===== config.mk =====
export PLATFORM = sky130hd
export DESIGN_NAME = sdram_port_arbiter_flat
export DESIGN_NICKNAME = d
export VERILOG_FILES = /design/src/rtl/sdram_port_arbiter_if.sv /design/src/rtl/sdram_port_arbiter.sv /design/src/flat_wrapper.sv
export SDC_FILE = /design/constraint.sdc
export NUM_CORES = 1
export LEC_CHECK = 0
export CAP_MARGIN = 40
export CORE_AREA = 2 2 94 132
export CTS_BUF_LIST = sky130_fd_sc_hd__clkbuf_16
export DETAILED_ROUTE_END_ITERATION = 6
export DIE_AREA = 0 0 96 134
export PLACE_DENSITY_LB_ADDON = 0.25
export SETUP_SLACK_MARGIN = 0.02
export SYNTH_ARGS = -nofsm -noshare
export SYNTH_HDL_FRONTEND = slang
export SYNTH_SLANG_ARGS = --single-unit
export TNS_END_PERCENT = 30

===== constraint.sdc =====
create_clock -name iCLK -period 2.2 [get_ports iCLK]
set_input_delay 0.22 -clock iCLK [delete_from_list [all_inputs] [get_ports iCLK]]
set_output_delay 0.22 -clock iCLK [all_outputs]
set_load 0.01 [all_outputs]

===== src/rtl/sdram_port_arbiter_if.sv =====
// sdram_port_arbiter_if: requester and controller signals of the two-port SDRAM arbiter
interface sdram_port_arbiter_if #(parameter int ADDR_W = 25, parameter int DATA_W = 16);
  logic iM0_REQ, iM1_REQ, iM0_WR, iM1_WR;
  logic [ADDR_W-1:0] iM0_ADDR, iM1_ADDR;
  logic [DATA_W-1:0] iM0_WDATA, iM1_WDATA;
  logic oM0_ACK, oM1_ACK, oM0_RVALID, oM1_RVALID;
  logic [DATA_W-1:0] oM0_RDATA, oM1_RDATA;
  logic oWRITE, oREAD;
  logic [ADDR_W-1:0] oADDR;
  logic [DATA_W-1:0] oWDATA;
  logic iWAIT_REQ, iRDVAL;
  logic [DATA_W-1:0] iRDATA;
  logic [1:0] oGRANT;
  logic oERR;
  modport slave (
    input iM0_REQ, iM1_REQ, iM0_WR, iM1_WR, iM0_ADDR, iM1_ADDR, iM0_WDATA, iM1_WDATA,
    input iWAIT_REQ, iRDVAL, iRDATA,
    output oM0_ACK, oM1_ACK, oM0_RVALID, oM1_RVALID, oM0_RDATA, oM1_RDATA,
    output oWRITE, oREAD, oADDR, oWDATA, oGRANT, oERR
  );
  modport master (
    output iM0_REQ, iM1_REQ, iM0_WR, iM1_WR, iM0_ADDR, iM1_ADDR, iM0_WDATA, iM1_WDATA,
    output iWAIT_REQ, iRDVAL, iRDATA,
    input oM0_ACK, oM1_ACK, oM0_RVALID, oM1_RVALID, oM0_RDATA, oM1_RDATA,
    input oWRITE, oREAD, oADDR, oWDATA, oGRANT, oERR
  );
endinterface


===== src/rtl/sdram_port_arbiter.sv =====
// sdram_port_arbiter: round-robin burst-limited sharing of one SDRAM command port between two
// requesters, with an owner-tag FIFO steering read data back to the issuing port
module sdram_port_arbiter #(
  parameter int ADDR_W = 25, DATA_W = 16, BURST_MAX = 8, TAG_DEPTH = 4
) (
  input logic iCLK,
  input logic iRST_n,
  sdram_port_arbiter_if.slave bus
);
  localparam int PW = TAG_DEPTH > 1 ? $clog2(TAG_DEPTH) : 1;
  localparam int CW = $clog2(TAG_DEPTH + 1);
  localparam int BW = $clog2(BURST_MAX + 1);
  localparam logic [CW-1:0] TAG_FULL = CW'(TAG_DEPTH);
  localparam logic [BW-1:0] BURST_END = BW'(BURST_MAX);
  typedef enum logic [1:0] {IDLE, ISSUE, ACKED} state_t;
  state_t state_q, state_d;
  logic write_q, write_d, read_q, read_d, last_q, last_d, err_q, err_d;
  logic [1:0] grant_q, grant_d, ack_q, ack_d, rvalid_q, rvalid_d;
  logic [ADDR_W-1:0] addr_q, addr_d;
  logic [DATA_W-1:0] wdata_q, wdata_d, rdata0_q, rdata0_d, rdata1_q, rdata1_d;
  logic [BW-1:0] burst_q, burst_d;
  logic [TAG_DEPTH-1:0] tags_q, tags_d;
  logic [PW-1:0] wp_q, wp_d, rp_q, rp_d;
  logic [CW-1:0] cnt_q, cnt_d;
  logic elig0, elig1, pick, sel_wr, owner, accept, push, pop, head;
  always_comb begin
    elig0 = bus.iM0_REQ && (bus.iM0_WR || cnt_q < TAG_FULL);
    elig1 = bus.iM1_REQ && (bus.iM1_WR || cnt_q < TAG_FULL);
    // a zero burst count only occurs after reset, where there is no owner to keep
    pick = (elig0 && elig1) ? ((burst_q != '0 && burst_q < BURST_END) ? last_q : !last_q) : elig1;
    sel_wr = pick ? bus.iM1_WR : bus.iM0_WR;
    owner = grant_q[1];
    accept = state_q == ISSUE && !bus.iWAIT_REQ;
    push = accept && read_q;
    pop = bus.iRDVAL && cnt_q != '0;
    head = tags_q[rp_q];
    state_d = state_q;
    write_d = write_q;
    read_d = read_q;
    addr_d = addr_q;
    wdata_d = wdata_q;
    grant_d = grant_q;
    last_d = last_q;
    burst_d = burst_q;
    ack_d = '0;
    if (state_q == IDLE && (elig0 || elig1)) begin
      state_d = ISSUE;
      write_d = sel_wr;
      read_d = !sel_wr;
      addr_d = pick ? bus.iM1_ADDR : bus.iM0_ADDR;
      wdata_d = pick ? bus.iM1_WDATA : bus.iM0_WDATA;
      grant_d = pick ? 2'b10 : 2'b01;
      burst_d = (pick != last_q || burst_q == BURST_END) ? '0 : burst_q;
      last_d = pick;
    end else if (accept) begin
      state_d = ACKED;
      write_d = 1'b0;
      read_d = 1'b0;
      grant_d = '0;
      ack_d = owner ? 2'b10 : 2'b01;
      burst_d = burst_q + 1'b1;
    end else if (state_q == ACKED) begin
      state_d = IDLE;
    end
    tags_d = tags_q;
    if (push) tags_d[wp_q] = owner;
    wp_d = push ? wp_q + 1'b1 : wp_q;
    rp_d = pop ? rp_q + 1'b1 : rp_q;
    cnt_d = cnt_q + CW'(push) - CW'(pop);
    rvalid_d = pop ? (head ? 2'b10 : 2'b01) : 2'b00;
    rdata0_d = (pop && !head) ? bus.iRDATA : rdata0_q;
    rdata1_d = (pop && head) ? bus.iRDATA : rdata1_q;
    err_d = err_q || (bus.iRDVAL && cnt_q == '0);
  end
  always_ff @(posedge iCLK or negedge iRST_n) begin
    if (!iRST_n) begin
      state_q <= IDLE;
      write_q <= 1'b0;
      read_q <= 1'b0;
      addr_q <= '0;
      wdata_q <= '0;
      grant_q <= '0;
      last_q <= 1'b1;
      burst_q <= '0;
      ack_q <= '0;
      tags_q <= '0;
      wp_q <= '0;
      rp_q <= '0;
      cnt_q <= '0;
      rvalid_q <= '0;
      rdata0_q <= '0;
      rdata1_q <= '0;
      err_q <= 1'b0;
    end else begin
      state_q <= state_d;
      write_q <= write_d;
      read_q <= read_d;
      addr_q <= addr_d;
      wdata_q <= wdata_d;
      grant_q <= grant_d;
      last_q <= last_d;
      burst_q <= burst_d;
      ack_q <= ack_d;
      tags_q <= tags_d;
      wp_q <= wp_d;
      rp_q <= rp_d;
      cnt_q <= cnt_d;
      rvalid_q <= rvalid_d;
      rdata0_q <= rdata0_d;
      rdata1_q <= rdata1_d;
      err_q <= err_d;
    end
  end
  assign bus.oWRITE = write_q;
  assign bus.oREAD = read_q;
  assign bus.oADDR = addr_q;
  assign bus.oWDATA = wdata_q;
  assign bus.oGRANT = grant_q;
  assign bus.oM0_ACK = ack_q[0];
  assign bus.oM1_ACK = ack_q[1];
  assign bus.oM0_RVALID = rvalid_q[0];
  assign bus.oM1_RVALID = rvalid_q[1];
  assign bus.oM0_RDATA = rdata0_q;
  assign bus.oM1_RDATA = rdata1_q;
  assign bus.oERR = err_q;
endmodule


===== src/flat_wrapper.sv =====
// flat-port wrapper written by rule: the top's interface ports become plain ports
module sdram_port_arbiter_flat 
#(
  parameter int ADDR_W = 25, DATA_W = 16, BURST_MAX = 8, TAG_DEPTH = 4
)
  (iCLK, iRST_n, bus_iM0_REQ, bus_iM1_REQ, bus_iM0_WR, bus_iM1_WR, bus_iM0_ADDR, bus_iM1_ADDR, bus_iM0_WDATA, bus_iM1_WDATA, bus_iWAIT_REQ, bus_iRDVAL, bus_iRDATA, bus_oM0_ACK, bus_oM1_ACK, bus_oM0_RVALID, bus_oM1_RVALID, bus_oM0_RDATA, bus_oM1_RDATA, bus_oWRITE, bus_oREAD, bus_oADDR, bus_oWDATA, bus_oGRANT, bus_oERR);
  sdram_port_arbiter_if #(.ADDR_W(ADDR_W), .DATA_W(DATA_W)) bus_i ();
  input logic iCLK;
  input logic iRST_n;
  input wire logic [$bits(bus_i.iM0_REQ)-1:0] bus_iM0_REQ;
  input wire logic [$bits(bus_i.iM1_REQ)-1:0] bus_iM1_REQ;
  input wire logic [$bits(bus_i.iM0_WR)-1:0] bus_iM0_WR;
  input wire logic [$bits(bus_i.iM1_WR)-1:0] bus_iM1_WR;
  input wire logic [$bits(bus_i.iM0_ADDR)-1:0] bus_iM0_ADDR;
  input wire logic [$bits(bus_i.iM1_ADDR)-1:0] bus_iM1_ADDR;
  input wire logic [$bits(bus_i.iM0_WDATA)-1:0] bus_iM0_WDATA;
  input wire logic [$bits(bus_i.iM1_WDATA)-1:0] bus_iM1_WDATA;
  input wire logic [$bits(bus_i.iWAIT_REQ)-1:0] bus_iWAIT_REQ;
  input wire logic [$bits(bus_i.iRDVAL)-1:0] bus_iRDVAL;
  input wire logic [$bits(bus_i.iRDATA)-1:0] bus_iRDATA;
  output wire logic [$bits(bus_i.oM0_ACK)-1:0] bus_oM0_ACK;
  output wire logic [$bits(bus_i.oM1_ACK)-1:0] bus_oM1_ACK;
  output wire logic [$bits(bus_i.oM0_RVALID)-1:0] bus_oM0_RVALID;
  output wire logic [$bits(bus_i.oM1_RVALID)-1:0] bus_oM1_RVALID;
  output wire logic [$bits(bus_i.oM0_RDATA)-1:0] bus_oM0_RDATA;
  output wire logic [$bits(bus_i.oM1_RDATA)-1:0] bus_oM1_RDATA;
  output wire logic [$bits(bus_i.oWRITE)-1:0] bus_oWRITE;
  output wire logic [$bits(bus_i.oREAD)-1:0] bus_oREAD;
  output wire logic [$bits(bus_i.oADDR)-1:0] bus_oADDR;
  output wire logic [$bits(bus_i.oWDATA)-1:0] bus_oWDATA;
  output wire logic [$bits(bus_i.oGRANT)-1:0] bus_oGRANT;
  output wire logic [$bits(bus_i.oERR)-1:0] bus_oERR;
  assign bus_i.iM0_REQ = bus_iM0_REQ;
  assign bus_i.iM1_REQ = bus_iM1_REQ;
  assign bus_i.iM0_WR = bus_iM0_WR;
  assign bus_i.iM1_WR = bus_iM1_WR;
  assign bus_i.iM0_ADDR = bus_iM0_ADDR;
  assign bus_i.iM1_ADDR = bus_iM1_ADDR;
  assign bus_i.iM0_WDATA = bus_iM0_WDATA;
  assign bus_i.iM1_WDATA = bus_iM1_WDATA;
  assign bus_i.iWAIT_REQ = bus_iWAIT_REQ;
  assign bus_i.iRDVAL = bus_iRDVAL;
  assign bus_i.iRDATA = bus_iRDATA;
  assign bus_oM0_ACK = bus_i.oM0_ACK;
  assign bus_oM1_ACK = bus_i.oM1_ACK;
  assign bus_oM0_RVALID = bus_i.oM0_RVALID;
  assign bus_oM1_RVALID = bus_i.oM1_RVALID;
  assign bus_oM0_RDATA = bus_i.oM0_RDATA;
  assign bus_oM1_RDATA = bus_i.oM1_RDATA;
  assign bus_oWRITE = bus_i.oWRITE;
  assign bus_oREAD = bus_i.oREAD;
  assign bus_oADDR = bus_i.oADDR;
  assign bus_oWDATA = bus_i.oWDATA;
  assign bus_oGRANT = bus_i.oGRANT;
  assign bus_oERR = bus_i.oERR;
  sdram_port_arbiter #(.ADDR_W(ADDR_W), .DATA_W(DATA_W), .BURST_MAX(BURST_MAX), .TAG_DEPTH(TAG_DEPTH)) u_core (.iCLK(iCLK), .iRST_n(iRST_n), .bus(bus_i));
endmodule

# After elaboration in Yosys (flattened, before gate mapping)
# Cells that the tools add are included.
# word_totals
register_bits	100
input_bits	106
output_inout_bits	82
word_cells	87
# op_classes
n_addsub	5
order_cmp	5
eq_ne	5
mux	27
n_reduce_logical	28
# op_table
operator	count
25-bit 2-to-1 mux	1
2-bit 2-to-1 mux	11
16-bit 2-to-1 mux	1
1-bit logical AND	12
4-bit 2-to-1 mux	3
1-bit 2-to-1 mux	8
2-bit by 3-bit less-than comparator with 1-bit output, second input constant	2
3-bit nonzero test	2
1-bit logical OR	5
2-bit by 1-bit adder with 2-bit output, second input constant	2
4-bit by 1-bit adder with 4-bit output, second input constant	1
4-bit bitwise mux	1
4-bit equality test, second input constant	1
1-bit zero test	4
4-bit less-than comparator, second input constant	1
4-bit nonzero test	1
3-bit by 1-bit adder with 3-bit output	1
3-bit zero test	1
3-bit less-than comparator, second input constant	1
3-bit by 1-bit subtractor with 3-bit output	1
1-bit binary-select mux with 2-bit select	1
1-bit demux with 2-bit select	1
2-bit by 1-bit equality test with 1-bit output, second input constant	1
2-bit equality test, second input constant	1
other kinds (6)	6

# Longest topological paths before layout
# Gate-level depths: netlist (run 1).
# logic_depth
word_depth	9
depth_mapped	10
mapped_depth_nobuf	10

# Least setup slack after synthesis (run 1)
# Ideal clock, no wire load.
# synth_path
path_kind	flip-flop to flip-flop
from	register u_core.cnt_q[1]
to	register u_core.cnt_q[2]
setup_ns	0.124
arrival_ns	2.014
required_ns	2.076
setup_slack_ns	0.061
path_stages_with_launch	11
path_buffers	0
synth_period_minus_slack_ns	2.139
cell_sequence	dfrtp_1 -> nor3_1 -> nand2b_1 -> inv_2 -> ha_1 -> inv_1 -> ha_1 -> inv_1 -> fa_1 -> xnor2_1 -> xnor2_1
# synth_via
elab_chain_len	3
elab_cells_between_ends	4
cone_classes	2 x add/sub; 2 x reduce/logical
# synth_rtl
element	line_no	source
start, declared	sdram_port_arbiter.sv:24	logic [CW-1:0] cnt_q, cnt_d;
start signal, assigned	sdram_port_arbiter.sv:107	cnt_q <= cnt_d;
3-bit nonzero test	sdram_port_arbiter.sv:35	pop = bus.iRDVAL && cnt_q != '0;
1-bit logical AND	sdram_port_arbiter.sv:35	
net u_core.pop	sdram_port_arbiter.sv:25	logic elig0, elig1, pick, sel_wr, owner, accept, push, pop, head;
3-bit by 1-bit subtractor with 3-bit output	sdram_port_arbiter.sv:69	cnt_d = cnt_q + CW'(push) - CW'(pop);
net u_core.cnt_d[2]	sdram_port_arbiter.sv:24	
# The timed path passes the listed nets, and every way through them passes these cells.
# A chain may end at the register's enable or synchronous reset.

# Worst setup path after layout (run 1)
# layout_path
from	register u_core.burst_q[0]
to	register u_core.addr_q[6] (netlist: u_core.bus.oADDR[6])
# layout_via
elab_chain_len	5
elab_cells_between_ends	6
cone_classes	1 x order compare; 3 x mux; 2 x reduce/logical
# layout_rtl
element	line_no	source
start, declared	sdram_port_arbiter.sv:21	logic [BW-1:0] burst_q, burst_d;
start signal, assigned	sdram_port_arbiter.sv:102	burst_q <= burst_d;
4-bit less-than comparator or 4-bit nonzero test (tied branches)	sdram_port_arbiter.sv:30	pick = (elig0 && elig1) ? ((burst_q != '0 && burst_q < BURST_END) ? last_q : !last_q) : elig1;
1-bit logical AND (*)	sdram_port_arbiter.sv:30	
1-bit 2-to-1 mux (*) (2 in series)	sdram_port_arbiter.sv:30	
25-bit 2-to-1 mux (*)	sdram_port_arbiter.sv:50	addr_d = pick ? bus.iM1_ADDR : bus.iM0_ADDR;
end signal, assigned	sdram_port_arbiter.sv:98	addr_q <= addr_d;
end, declared	sdram_port_arbiter.sv:19	logic [ADDR_W-1:0] addr_q, addr_d;
# Every way passes the cells marked *; elsewhere a longest branch is shown, timed or not.

==> flow_summary.yaml, run 1 <==
critical_path:
  cp_data_required_time_ns: 2.48
  critPathLaunchType: "flip-flop"
  criticalPathCategory: "flip-flop to flip-flop"
  worstPathArrival_ns: 2.39
  crit_path_end_kind: "flip-flop"
  critPathMaxFanout: 21
global_routing:
  grt_max_degree: 47
  globalRouteTotalUtil: 0.175
  first_global_vias: 3659
  antenna_found_initial: 0
  grt_pass1_wl_um: 17600
  gr-total-overflow: 0
timing:
  hold_viol_final: 0
  drv_slew: 0
  tightest_slew_ns: 0.794
  fmax_ghz: 0.472
  rsz0062_at_grt: "yes"
  fin_worst_skew_ns: 0.0102
  finalCriticalPeriod_ns: 2.12
  max_slew_margin: 0.471
  setup_viol: 0
  fin_crit_sh: 0.963
  finalSetupTns_ns: 0
finish:
  layout_common_cells: "clkdlybuf4s50_1 (186), dfrtp_1 (99), and2_1 (45)"
  nNetsFinal: 645
  layout-drive-gt1-share: 0.0953
  mostFrequentLayoutCell: "clkdlybuf4s50_1"
  fin_cells: 682
  area_growth_syn_to_layout_pct: 56.8
  antenna_cells: 0
routing:
  ant_nets: 0
  drtPass1Iterations: 4
  drc: 0
  wl_per_cell_um: 16.6
  vias: 3385
  wirelength_um: 11300
  viasPerCell: 4.96
  first_iter_violations: 108
synth:
  synth_fp_nets: 446
  yosysWarnings: 0
  syn_area_um2: 4340
  ys_seq_elements: 100
  synth_cell_types: 45
  synth_edf_count: 0
  ys_async_sr_fraction: 1.00
  synth_ff_type: "dfrtp_1"
  avgSynthCellArea_um2: 13.1
  synth_cells: 331
  synth_seq_area_share: 0.577
die:
  io_pins: 188
  start_util: 0.371
  num_rows: 47
  die_h_um: 134
  fp.dieW_um: 96
  design.die.area_um2: 12900
  coreArea_um2: 11700
run_status:
  outcome: "completed"
clock_network:
  cts_sinks: 100
  cts.path.max_buffers: 2
  cts.clk_slew.worst_paths_ns: 0.07
  tritoncts: "built"
  cts_made_buffers: 9
  htree_num_levels: 3
  root_buffer: "clkbuf_16"
  clk_latency_ns: 0.34
power:
  p_int_uw: 6190
  powerDensity_nw_per_um2: 1350
  sw_frac_of_total: 0.325
  combPwrFrac: 0.479
  clock_power_share: 0.168
  leakagePower_uw: 0.00293
  irDropWorstVdd_v: 0.000593
  seqPwrFrac: 0.353
  p_sw_uw: 2980
  total_power_uw: 9170
placed_design:
  port_buffers: 187
  placed_cells: 658
  gp_congestion: 0.686
  dp_hpwl_um: 8060
run:
  drv_cap: 0
worst_hold_path:
  hold_class: "input port to async pin"
[Yosys cell counts, types with 2 or more instances]
| cell | n | share of area |
|---|---|---|
| a21oi_1 | 2 | 0.0023 |
| and2_1 | 45 | 0.065 |
| clkbuf_1 | 6 | 0.0052 |
| buf_4 | 2 | 0.0035 |
| ha_1 | 8 | 0.023 |
| buf_6 | 4 | 0.010 |
| dfrtp_1 | 99 | 0.57 |
| buf_2 | 5 | 0.0058 |
| nand3_1 | 3 | 0.0035 |
| nor2_1 | 2 | 0.0017 |
| nand2b_1 | 2 | 0.0029 |
| mux2_1 | 36 | 0.093 |
| a21o_1 | 4 | 0.0069 |
| o21bai_1 | 2 | 0.0035 |
| inv_1 | 11 | 0.0095 |
| a221o_1 | 42 | 0.097 |
| xnor2_1 | 5 | 0.010 |
| inv_2 | 3 | 0.0026 |
| o21ai_1 | 5 | 0.0058 |
| nand2_1 | 19 | 0.016 |
| and3_1 | 2 | 0.0029 |
[critical path, stage by stage, from the launching register on]
cell and delay (ns):
dfrtp_1 0.38, inv_1 0.07, ha_1 0.19, nor2b_2 0.17
or3_4 0.36, and3_4 0.19, nor3_4 0.16, buf_4 0.16
clkbuf_16 0.19, a221o_1 0.17
[power groups by stage]
stage	registers [uW]	clock network, uW	logic, uW
2_1_floorplan	3510	0	1850
3_3_place_gp	3210	0	4180
3_5_place_dp	3230	0	4320
4_1_cts	3240	1590	4330
5_1_grt	3340	1660	4780
6_report	3230	1540	4390
[sequential cells by signal, summed over array words and instances, names as in the netlist, 3 cells and up]
name,count
u_core.bus.oADDR,25
u_core.bus.oM0_RDATA,16
u_core.bus.oM1_RDATA,16
u_core.bus.oWDATA,16
u_core.burst_q,4
u_core.tags_q,4
u_core.cnt_q,3
[timing repair]
action | 4_1_cts | 5_1_grt
endpoints found under the setup margin | 1 | 29
endpoints found under the hold margin | 40 | 0
resized for setup | 1 | 4
hold buffers | 1 | 0
setup buffers | 0 | 6
pin swaps | 0 | 2
cloned | 0 | 1
[layer usage]
layer | vias to the layer above | global-route usage | wire length, um
met5 | - | 0 | 0
met4 | 0 | 0.0762 | 242
met3 | 17 | 0.0343 | 701
met2 | 146 | 0.310 | 5950
met1 | 1636 | 0.201 | 4410
li1 | 1586 | - | -
[layout make-up]
class	count	area, um^2
repair buffers	205	2060
flip-flops and latches	100	2500
fillers	980	4900
well taps	147	184
multi-input cells	200	1710
inverters	14	52.6
clock inverters	7	68.8
clock buffers	9	225
[logic make-up after synthesis]
logic type,after synthesis,synth area share
AOI/OAI and AO/OA,64,0.133
buffers and inverters,31,0.0369
xor gates and xnor gates,5,0.0101
adders and majority gates,9,0.0277
muxes,37,0.0986
DFF,100,0.577
and+or+nand+nor,85,0.117
[final timing paths]
path	slack, ns	to	depth (start not counted)	from
setup / recovery	0.08	u_core.bus.oADDR[6]$_DFFE_PN0P_	9	u_core.burst_q[0]$_DFFE_PN0P_
setup reg to reg	0.08	u_core.bus.oADDR[6]$_DFFE_PN0P_	9	u_core.burst_q[0]$_DFFE_PN0P_
hold / removal	0.42	u_core.bus.oM1_RDATA[2]$_DFFE_PN0P_	2	iRST_n
hold reg to reg	0.47	u_core.bus.oERR$_DFF_PN0_	1	u_core.bus.oERR$_DFF_PN0_
max in group asynchronous	1.15	u_core.bus.oADDR[12]$_DFFE_PN0P_	3	iRST_n
min in group iCLK	0.47	u_core.bus.oERR$_DFF_PN0_	1	u_core.bus.oERR$_DFF_PN0_
[metrics by stage]
stage / setup slack, ns / cell area [um^2] / hold WS [ns] / utilization
2_1_floorplan: 0.0614 / 4340 / -0.0756 / -
3_3_place_gp: 0.115 / 6410 / 0.243 / 0.547
3_5_place_dp: 0.0470 / 6410 / 0.252 / 0.547
4_1_cts: 0.0584 / 6720 / 0.433 / 0.574
5_1_grt: -0.0269 / 6810 / 0.476 / 0.582
6_report: 0.0815 / 6810 / 0.420 / 0.582
(Power assumes the default switching activity.)
==> inputs of run 2 (changes only) <==
--- a/config.mk
+++ b/config.mk
@@ -11,6 +11,7 @@
 export DETAILED_ROUTE_END_ITERATION = 6
 export DIE_AREA = 0 0 96 134
 export PLACE_DENSITY_LB_ADDON = 0.25
+export REMOVE_ABC_BUFFERS = 1
 export SETUP_SLACK_MARGIN = 0.02
 export SYNTH_ARGS = -nofsm -noshare
 export SYNTH_HDL_FRONTEND = slang
==> run 2 against run 1 <==
Against the previous run: core utilization is 0.35 points lower; sequential power hardly changed; largest power group unchanged; critical path type unchanged; hold slack worse by 0.046 ns; sequential share of layout area is 0.22 points higher; power hardly changed; combinational power is 2% lower; final area is 0.61% lower.
==> flow_summary.yaml, run 2 (synthesized netlist as in run 1, its figures left out) <==
run_status:
  outcome: "completed"
timing:
  hold_viol_final: 0
  fmax_ghz: 0.479
  setup_viol: 0
  fin_crit_sh: 0.949
  rsz0062_at_grt: "yes"
  finalSetupTns_ns: 0
  tightest_slew_ns: 0.811
  drv_slew: 0
  fin_worst_skew_ns: 0.00857
  finalCriticalPeriod_ns: 2.09
  max_slew_margin: 0.459
global_routing:
  gr-usage-met3: 0.0579
  first_global_vias: 3740
  antenna_found_initial: 0
  globalRouteTotalUtil: 0.180
  grt_use_met1: 0.210
  grt_use_met2: 0.308
  busiest_layer: "met2"
  gr-total-overflow: 0
  grt_pass1_wl_um: 17800
  grt_max_degree: 47
clock_network:
  cts.clk_slew.worst_paths_ns: 0.07
  cts_sinks: 100
  tritoncts: "built"
  htree_num_levels: 3
  cts.path.max_buffers: 2
  clk_latency_ns: 0.34
  root_buffer: "clkbuf_16"
  cts_made_buffers: 9
power:
  clock_power_share: 0.177
  seqPwrFrac: 0.353
  sw_frac_of_total: 0.320
  p_int_uw: 6240
  powerDensity_nw_per_um2: 1360
  combPwrFrac: 0.470
  irDropWorstVdd_v: 0.000561
  p_sw_uw: 2930
  leakagePower_uw: 0.00293
critical_path:
  cp_data_required_time_ns: 2.42
  regToRegSetupSlack_ns: 0.11
  crit_slowest_cell: "fa_1"
  r2r_end: "u_core.cnt_q[2]$_DFF_PN0_"
  critPathLaunchType: "flip-flop"
  cpPeakStageDelay_ns: 0.40
  critPathMaxFanout: 3
  path_cells: "nor3_2 > nand2b_4 > inv_2 > ha_1 > inv_1 > ha_1 > inv_1 > fa_1 > xnor2_2 > xnor2_1"
  worstPathArrival_ns: 2.31
  ff2ff_path_depth: 10
  crit_path_end_kind: "flip-flop"
  r2r_start: "u_core.cnt_q[0]$_DFF_PN0_"
  criticalPathCategory: "flip-flop to flip-flop"
die:
  io_pins: 188
  design.die.area_um2: 12900
  num_rows: 47
  start_util: 0.371
  die_h_um: 134
  coreArea_um2: 11700
  fp.dieW_um: 96
run:
  drv_cap: 0
routing:
  viasPerCell: 5.07
  drc: 0
  vias: 3435
  first_iter_violations: 109
  wirelength_um: 11300
  wl_per_cell_um: 16.6
  drtPass1Iterations: 4
  ant_nets: 0
finish:
  nFillCells: 976
  nNetsFinal: 641
  layout_common_cells: "clkdlybuf4s50_1 (186), dfrtp_1 (99), and2_1 (45)"
  design_area_um2: 6770
  antenna_cells: 0
  mostFrequentLayoutCell: "clkdlybuf4s50_1"
  fin_cells: 678
  largest_reg_flops: 25
  area_growth_syn_to_layout_pct: 55.8
  layout-drive-gt1-share: 0.0847
placed_design:
  port_buffers: 187
  gp_congestion: 0.780
  placed_cells: 660
  dp_hpwl_um: 8360
  place_area_um2: 6420
worst_hold_path:
  hold_class: "input port to async pin"
-- run 2: per-layer routing --
metal / routed length, um / vias to the layer above
met5: 0 / -
met1: 4480 / 1660
met4: 213 / 0
li1: - / 1578
met2: 5590 / 180
met3: 999 / 17
-- run 2: critical path: cells and delay by family, from the launching register on --
family                     cells  cell delay (ns)
adders and majority gates      3             0.79
and+or+nand+nor                2             0.38
xor gates and xnor gates       2             0.27
buffers and inverters          3             0.14
DFF                            1             0.39
-- run 2: area by class of cell --
| type | instances | area (um^2) | share of cell area |
|---|---|---|---|
| sequential | 100 | 2500 | 0.370 |
| timing repair buffer | 201 | 2010 | 0.298 |
| multi-input combinational | 200 | 1700 | 0.252 |
| clock buffer | 9 | 225 | 0.0333 |
| tap | 147 | 184 | 0.0272 |
| clock inverter | 7 | 81.3 | 0.0120 |
| inverter | 14 | 52.6 | 0.00777 |
-- run 2: worst max path at each step --
| stage | endpoint | slack (ns) | cells after the start | startpoint |
|---|---|---|---|---|
| 4_1_cts | u_core.bus.oADDR[6]$_DFFE_PN0P_ | 0.06 | 8 | u_core.burst_q[1]$_DFFE_PN0P_ |
| 5_1_grt | u_core.cnt_q[2]$_DFF_PN0_ | -0.04 | 10 | u_core.cnt_q[0]$_DFF_PN0_ |
| 3_5_place_dp | u_core.burst_q[3]$_DFFE_PN0P_ | 0.05 | 5 | bus_iM1_REQ |
| 6_report | u_core.cnt_q[2]$_DFF_PN0_ | 0.11 | 10 | u_core.cnt_q[0]$_DFF_PN0_ |
| 2_1_floorplan | u_core.bus.oADDR[0]$_DFFE_PN0P_ | -0.50 | 7 | u_core.burst_q[0]$_DFFE_PN0P_ |
| 3_3_place_gp | u_core.cnt_q[2]$_DFF_PN0_ | 0.12 | 10 | bus_iRDVAL |
-- run 2: power groups by stage --
| stage | sequential, uW | clock [uW] | combinational, uW |
|---|---|---|---|
| 3_3_place_gp | 3220 | 0 | 4220 |
| 4_1_cts | 3240 | 1670 | 4350 |
| 2_1_floorplan | 3510 | 0 | 1750 |
| 3_5_place_dp | 3230 | 0 | 4330 |
| 6_report | 3240 | 1620 | 4310 |
| 5_1_grt | 3350 | 1760 | 4710 |
-- run 2: metrics by stage --
stage	util	setup WS, ns	total power, uW	hold WS [ns]
after CTS	0.576	0.0640	9260	0.380
after floorplan	-	-0.499	5260	-0.0756
after global routing	0.578	-0.0440	9810	0.417
after global placement	0.549	0.125	7440	0.191
after detailed placement	0.549	0.0471	7560	0.197
final	0.578	0.112	9170	0.374
-- run 2: repair_timing --
item,CTS,global route
setup buffers,0,1
hold buffers,1,0
gates resized for setup,0,3
hold endpoints to repair,30,0
endpoints found under the setup margin,0,35
